`src/rtl/cnn_accel_cfg_slave.sv`:
```
// AHB-Lite configuration slave for the CNN accelerator.
// Holds frame/delay/base-address/layer configuration, launches a layer with a
// one-cycle start pulse and tracks layer completion in a small control FSM.
//
// state     | meaning
// ----------+------------------------------------------------------------
// ST_IDLE   | no layer running, configuration writable
// ST_BUSY   | layer running, configuration locked, waiting for i_layer_done
// ST_DONE   | layer finished, done/irq set until cleared or restarted
module cnn_accel_cfg_slave #(
    parameter int W_ADDR  = 32,
    parameter int W_DATA  = 32,
    parameter int W_SIZE  = 12,
    parameter int W_DELAY = 12,
    parameter int W_BURST = 3
) (
    input  logic                 HCLK,
    input  logic                 HRESETn,
    input  logic                 sl_HSEL,
    input  logic                 sl_HREADY,
    input  logic [1:0]           sl_HTRANS,
    input  logic [W_BURST-1:0]   sl_HBURST,
    input  logic [2:0]           sl_HSIZE,
    input  logic [W_ADDR-1:0]    sl_HADDR,
    input  logic                 sl_HWRITE,
    input  logic [W_DATA-1:0]    sl_HWDATA,
    output logic                 out_sl_HREADY,
    output logic [1:0]           out_sl_HRESP,
    output logic [W_DATA-1:0]    out_sl_HRDATA,
    input  logic                 i_layer_done,
    output logic [2*W_SIZE:0]    o_frame_size,
    output logic [W_SIZE-1:0]    o_width,
    output logic [W_SIZE-1:0]    o_height,
    output logic [W_DELAY-1:0]   o_start_up_delay,
    output logic [W_DELAY-1:0]   o_hsync_delay,
    output logic [19:0]          o_base_addr_weight,
    output logic [11:0]          o_base_addr_param,
    output logic [15:0]          o_layer_cfg,
    output logic                 o_layer_start,
    output logic                 o_busy,
    output logic                 o_irq
);

    localparam logic [1:0] ST_IDLE = 2'd0;
    localparam logic [1:0] ST_BUSY = 2'd1;
    localparam logic [1:0] ST_DONE = 2'd2;

    localparam logic [5:0] OFF_FRAME  = 6'h00;
    localparam logic [5:0] OFF_WH     = 6'h01;
    localparam logic [5:0] OFF_DELAY  = 6'h02;
    localparam logic [5:0] OFF_BASE   = 6'h03;
    localparam logic [5:0] OFF_LAYER  = 6'h04;
    localparam logic [5:0] OFF_START  = 6'h05;
    localparam logic [5:0] OFF_STATUS = 6'h06;

    // Address-phase capture
    logic                dp_valid_q, dp_valid_d;
    logic                dp_write_q, dp_write_d;
    logic [5:0]          dp_addr_q, dp_addr_d;

    // Configuration registers
    logic [2*W_SIZE:0]   frame_size_q, frame_size_d;
    logic [W_SIZE-1:0]   width_q, width_d;
    logic [W_SIZE-1:0]   height_q, height_d;
    logic [W_DELAY-1:0]  start_up_q, start_up_d;
    logic [W_DELAY-1:0]  hsync_q, hsync_d;
    logic [19:0]         weight_q, weight_d;
    logic [11:0]         param_q, param_d;
    logic [15:0]         layer_cfg_q, layer_cfg_d;

    // Control
    logic [1:0]          state_q, state_d;
    logic                done_q, done_d;
    logic                start_err_q, start_err_d;
    logic                layer_start_q, layer_start_d;
    logic [W_DATA-1:0]   rdata_q, rdata_d;

    logic                xfer_valid;
    logic                wr_commit;
    logic                cfg_wr;
    logic                start_req;
    logic                done_clr;
    logic                err_clr;
    logic [W_DATA-1:0]   rd_word;
    logic                unused_bits;

    assign unused_bits = ^{sl_HBURST, sl_HADDR[W_ADDR-1:8], sl_HADDR[1:0], sl_HTRANS[0]};

    // Transfer qualification and data-phase write decode
    always_comb begin
        xfer_valid = sl_HSEL & sl_HREADY & sl_HTRANS[1] & (sl_HSIZE == 3'b010);
        dp_valid_d = xfer_valid;
        dp_write_d = sl_HWRITE;
        dp_addr_d  = sl_HADDR[7:2];
        wr_commit  = dp_valid_q & dp_write_q;
        cfg_wr     = wr_commit & (state_q != ST_BUSY);
        start_req  = wr_commit & (dp_addr_q == OFF_START) & sl_HWDATA[0];
        done_clr   = wr_commit & (dp_addr_q == OFF_STATUS) & sl_HWDATA[1];
        err_clr    = wr_commit & (dp_addr_q == OFF_STATUS) & sl_HWDATA[2];
    end

    // Configuration register updates; locked while a layer runs
    always_comb begin
        frame_size_d = frame_size_q;
        width_d      = width_q;
        height_d     = height_q;
        start_up_d   = start_up_q;
        hsync_d      = hsync_q;
        weight_d     = weight_q;
        param_d      = param_q;
        layer_cfg_d  = layer_cfg_q;
        if (cfg_wr) begin
            case (dp_addr_q)
                OFF_FRAME: frame_size_d = sl_HWDATA[2*W_SIZE:0];
                OFF_WH: begin
                    width_d  = sl_HWDATA[W_SIZE-1:0];
                    height_d = sl_HWDATA[16 +: W_SIZE];
                end
                OFF_DELAY: begin
                    start_up_d = sl_HWDATA[W_DELAY-1:0];
                    hsync_d    = sl_HWDATA[12 +: W_DELAY];
                end
                OFF_BASE: begin
                    weight_d = sl_HWDATA[19:0];
                    param_d  = sl_HWDATA[31:20];
                end
                OFF_LAYER: layer_cfg_d = sl_HWDATA[15:0];
                default: ;
            endcase
        end
    end

    // Layer control FSM; a done set from the datapath beats a same-cycle clear
    always_comb begin
        state_d       = state_q;
        done_d        = done_q;
        start_err_d   = start_err_q;
        layer_start_d = 1'b0;
        if (err_clr) begin
            start_err_d = 1'b0;
        end
        case (state_q)
            ST_IDLE: begin
                if (start_req) begin
                    state_d       = ST_BUSY;
                    layer_start_d = 1'b1;
                    done_d        = 1'b0;
                end
            end
            ST_BUSY: begin
                if (start_req) begin
                    start_err_d = 1'b1;
                end
                if (done_clr) begin
                    done_d = 1'b0;
                end
                if (i_layer_done) begin
                    state_d = ST_DONE;
                    done_d  = 1'b1;
                end
            end
            ST_DONE: begin
                if (start_req) begin
                    state_d       = ST_BUSY;
                    layer_start_d = 1'b1;
                    done_d        = 1'b0;
                end else if (done_clr) begin
                    state_d = ST_IDLE;
                    done_d  = 1'b0;
                end
            end
            default: begin
                state_d = ST_IDLE;
                done_d  = 1'b0;
            end
        endcase
    end

    // Read mux built from next-state values so a same-edge write is forwarded
    always_comb begin
        rd_word = '0;
        case (sl_HADDR[7:2])
            OFF_FRAME: rd_word[2*W_SIZE:0] = frame_size_d;
            OFF_WH: begin
                rd_word[W_SIZE-1:0]   = width_d;
                rd_word[16 +: W_SIZE] = height_d;
            end
            OFF_DELAY: begin
                rd_word[W_DELAY-1:0]   = start_up_d;
                rd_word[12 +: W_DELAY] = hsync_d;
            end
            OFF_BASE: begin
                rd_word[19:0]  = weight_d;
                rd_word[31:20] = param_d;
            end
            OFF_LAYER: rd_word[15:0] = layer_cfg_d;
            OFF_STATUS: begin
                rd_word[0] = (state_d == ST_BUSY);
                rd_word[1] = done_d;
                rd_word[2] = start_err_d;
            end
            default: ;
        endcase
        rdata_d = rdata_q;
        if (xfer_valid & ~sl_HWRITE) begin
            rdata_d = rd_word;
        end
    end

    // State registers with synchronous active-low reset
    always_ff @(posedge HCLK) begin
        if (!HRESETn) begin
            dp_valid_q    <= 1'b0;
            dp_write_q    <= 1'b0;
            dp_addr_q     <= '0;
            frame_size_q  <= '0;
            width_q       <= '0;
            height_q      <= '0;
            start_up_q    <= '0;
            hsync_q       <= '0;
            weight_q      <= '0;
            param_q       <= '0;
            layer_cfg_q   <= '0;
            state_q       <= ST_IDLE;
            done_q        <= 1'b0;
            start_err_q   <= 1'b0;
            layer_start_q <= 1'b0;
            rdata_q       <= '0;
        end else begin
            dp_valid_q    <= dp_valid_d;
            dp_write_q    <= dp_write_d;
            dp_addr_q     <= dp_addr_d;
            frame_size_q  <= frame_size_d;
            width_q       <= width_d;
            height_q      <= height_d;
            start_up_q    <= start_up_d;
            hsync_q       <= hsync_d;
            weight_q      <= weight_d;
            param_q       <= param_d;
            layer_cfg_q   <= layer_cfg_d;
            state_q       <= state_d;
            done_q        <= done_d;
            start_err_q   <= start_err_d;
            layer_start_q <= layer_start_d;
            rdata_q       <= rdata_d;
        end
    end

    assign out_sl_HREADY      = 1'b1;
    assign out_sl_HRESP       = 2'b00;
    assign out_sl_HRDATA      = rdata_q;
    assign o_frame_size       = frame_size_q;
    assign o_width            = width_q;
    assign o_height           = height_q;
    assign o_start_up_delay   = start_up_q;
    assign o_hsync_delay      = hsync_q;
    assign o_base_addr_weight = weight_q;
    assign o_base_addr_param  = param_q;
    assign o_layer_cfg        = layer_cfg_q;
    assign o_layer_start      = layer_start_q;
    assign o_busy             = (state_q == ST_BUSY);
    assign o_irq              = done_q;

endmodule

```
`config.mk`:
```
export PLATFORM = sky130hd
export DESIGN_NAME = cnn_accel_cfg_slave
export DESIGN_NICKNAME = d
export VERILOG_FILES = /design/src/rtl/cnn_accel_cfg_slave.sv
export SDC_FILE = /design/constraint.sdc
export NUM_CORES = 1
export LEC_CHECK = 0
export CAP_MARGIN = 20
export CORE_AREA = 2 2 119 121
export CTS_BUF_LIST = sky130_fd_sc_hd__clkbuf_8 sky130_fd_sc_hd__clkbuf_16
export CTS_CLUSTER_DIAMETER = 50
export DETAILED_ROUTE_END_ITERATION = 7
export DIE_AREA = 0 0 121 123
export DONT_BUFFER_PORTS = 1
export GPL_TIMING_DRIVEN = 1
export PLACE_DENSITY_LB_ADDON = 0.3
export SLEW_MARGIN = 20
export SYNTH_ARGS = -nofsm -noshare
export SYNTH_HDL_FRONTEND = slang
export SYNTH_SLANG_ARGS = --single-unit
```
`constraint.sdc`:
```
create_clock -name HCLK -period 3 [get_ports HCLK]
set_input_delay 0.45 -clock HCLK [delete_from_list [all_inputs] [get_ports HCLK]]
set_output_delay 0.45 -clock HCLK [all_outputs]
set_load 0.02 [all_outputs]
```
==> impl_results.md <==
- Status: finished, final reports clean
- Antenna Violating Nets Remaining: 0
- Worst Path Arrival: 3160 ps
- Vias: between 6000 and 7000
- Primary FF master, synth: dfxtp_1
- HPWL after DPL: 15.8 mm
- Post-Syn Area: roughly 8000 µm²
- Total Nets Final: 917
- Worst Setup End Kind: register
- Total Neg Setup Slack: 0 ps
- Post-synthesis sequential area ratio: 0.427
- Area leader, netlist: dfxtp_1
- Number of global-route vias before repair: 6165
- Die X: 121 µm
- Most frequent cells in the layout: 166 x dfxtp_1, 107 x nand2_1, 94 x nand3_1
- First-pass GRT wire length: 34.1 mm
- WHS: 142 ps
- Combinational Power Share: 0.024
- VDD IR max: 321 µV
- Clock skew: around 6.9 ps
- Sw Pwr: around 1 mW
- Worst-skew pair later-pin latency: 430 ps
- Initial Util: 0.571
- Distinct cells, synth: 54
- Post-route minimum period: 2800 ps
- CTS buffer count: 17
- Synth top area share: 0.427
- Vias per cell: 6.41
- Routed wire length per instance: 22.6 µm
- Max-cap viol count: 0
- Flop and latch count out of synthesis: 166
- Max_slew headroom: 0.451
- Clock Tree Buf Depth: 2
- Complex-gate fraction of the synthesized area: 0.110
- Die area: roughly 15000 µm²
- Part of the power in the clock network: 0.474
- Worst-path maximum fanout: 13
- Drt pass-1 iters: 8
- Root Driver: clkbuf_16
- Final hold viol count: 0
- Site row count: between 40 and 50
- P per Cell Area: 521 nW/µm²
- Required @ worst endpoint: around 3400 ps
- Core area: 13600 µm²
- Sink Count: 166
- Post-synthesis mux area share: 0.175
- Height of the die: 123 µm
- Initial antenna violation count: 0
- RSZ-0062 raised after global routing: no
- DP Area: 7910 µm²
- Post-route DRC: 0
- Overflow after GRT: 0
- Initial DRC Count: 598
- Boundary Pins: roughly 240
- Max Freq: 357 MHz
- Sequential share of power: 0.501
- # Post-CTS Setup Buffers: 0
- Finished Cell Area: 8470 µm²
- Crit path launch type: register
- Final period utilization: 0.934
- CTS Hold Bufs: 0
- Final-report max-slew violation count: 0
- Depth of the CTS H-tree: 4
- Post-synthesis adder-cell area fraction: 0
- Cells after synthesis: 874
- Worst Hold Class: in2reg
- Synth async-reset ratio: 0
- Simple-gate area share of the yosys netlist: 0.235
- Syn Area/Cell: ~8.9 µm²
- Power Internal: 3.38 mW
- Pin count of the biggest net entering global routing: 76
- Net Sw Frac: 0.233
- IO Port Bufs: 0
- Lkg Pwr: 2.89 nW
- CTS tree: built
- Final WL: 23.3 mm
- Area growth, synth to finish: 8.91%
- Total track usage: 0.300
- CTS clk-pin slew, worst paths: 70 ps
- # diodes: 0
- Post-synth EDFFs: 0
- Most common cell after layout, fill and taps aside: dfxtp_1
- Worst slew pin tran: a little over 800 ps
- Post-CTS Resized: 0
- Kind of critical path: reg2reg
- Layout cell share with drive strength beyond 1: 0.145
- Main combinational cell family by area after synthesis: simple AND/OR/NAND/NOR gates
- Post-Synth XOR/XNOR Area: 0
- Synth area leaders: dfxtp_1 43%, mux2i_1 10%, mux2_2 6.8%
- Synth warn: 0
- Placer Congestion: approximately 0.92
- Final setup violating endpoints: 0
through the flow:
stage / power (mW) / setup slack (ps) / std cells / utilization
after detailed placement: 2.37 / 230 / 1000 / 0.581
after global routing: 4.52 / 158 / 1031 / 0.622
final: 4.41 / 199 / 1031 / 0.622
after global placement: 2.36 / 280 / 1000 / 0.581
after floorplan: 2.36 / 517 / 875 / -
after CTS: 4.43 / 214 / 1031 / 0.622
routing by layer:
metal  global-route usage  up-vias  share of wire
li1                     -     3003              -
met1                0.344     3241           0.39
met2                0.497      297           0.48
met3                0.111       64          0.095
met4                0.140        0          0.036
met5                    0        -              0
power by group through the flow:
stage | clock (mW) | combinational, mW | sequential (mW)
after global placement | 0 | 0.102 | 2.26
after CTS | 2.11 | 0.106 | 2.21
after detailed placement | 0 | 0.106 | 2.26
after global routing | 2.20 | 0.115 | 2.21
final | 2.09 | 0.108 | 2.21
after floorplan | 0 | 0.102 | 2.26
final timing paths:
check,from,end,slack (ps),cells after the start
max,dp_addr_q[3],out_sl_HRDATA[7],200,6
min,sl_HADDR[2],dp_addr_q[0],140,1
max reg2reg,dp_addr_q[3],out_sl_HRDATA[7],200,6
min reg2reg,state_q[1],state_q[1],530,2
kinds of logic (layout without fill, tap and decap cells):
kind of cell    count (synthesis)  after routing
mux                           129            129
other cells                     2              3
simple gates                  358            358
compound gates                132            132
flops                         166            166
buf+inv                        87             63
flip-flops by register name, indices dropped and copies added, names as in the netlist:
name	flops
dp_addr_q	6
dp_valid_q	1
dp_write_q	1
o_base_addr_param	12
o_base_addr_weight	20
o_frame_size	25
o_height	12
o_hsync_delay	12
o_irq	1
o_layer_cfg	16
o_layer_start	1
o_start_up_delay	12
o_width	12
out_sl_HRDATA	32
start_err_q	1
state_q	2
critical path: stages, from the launching register on:
cell	delay, ps
dfxtp_1	310
or4_4	610
or4_1	890
buf_4	320
mux2i_1	150
o221a_2	290
a31oi_1	160
cell type report:
cell class                 count  area [µm²]
timing repair buffer          27         253
multi-input combinational    622        4090
inverter                       5        18.8
fill                        1151        5140
tap                          180         225
sequential                   166        3320
clock inverter                14         130
clock buffer                  17         425
Yosys cell counts, types with 4 or more instances:
master     number
dfxtp_1       166
nand2_1       107
nand3_1        94
mux2i_1        80
and2_1         72
clkbuf_1       59
a21oi_1        52
mux2_2         47
nor2_1         38
o21ai_0        26
a221oi_1       10
nor4_1         10
buf_2           9
buf_4           7
a222oi_1        6
nand2b_1        6
a2111oi_0       5
a22o_1          5
nand4b_1        5
o221a_2         5
a31oi_1         4
inv_1           4
nor3_1          4
or4_1           4
Power figures use the tool's default switching activity.
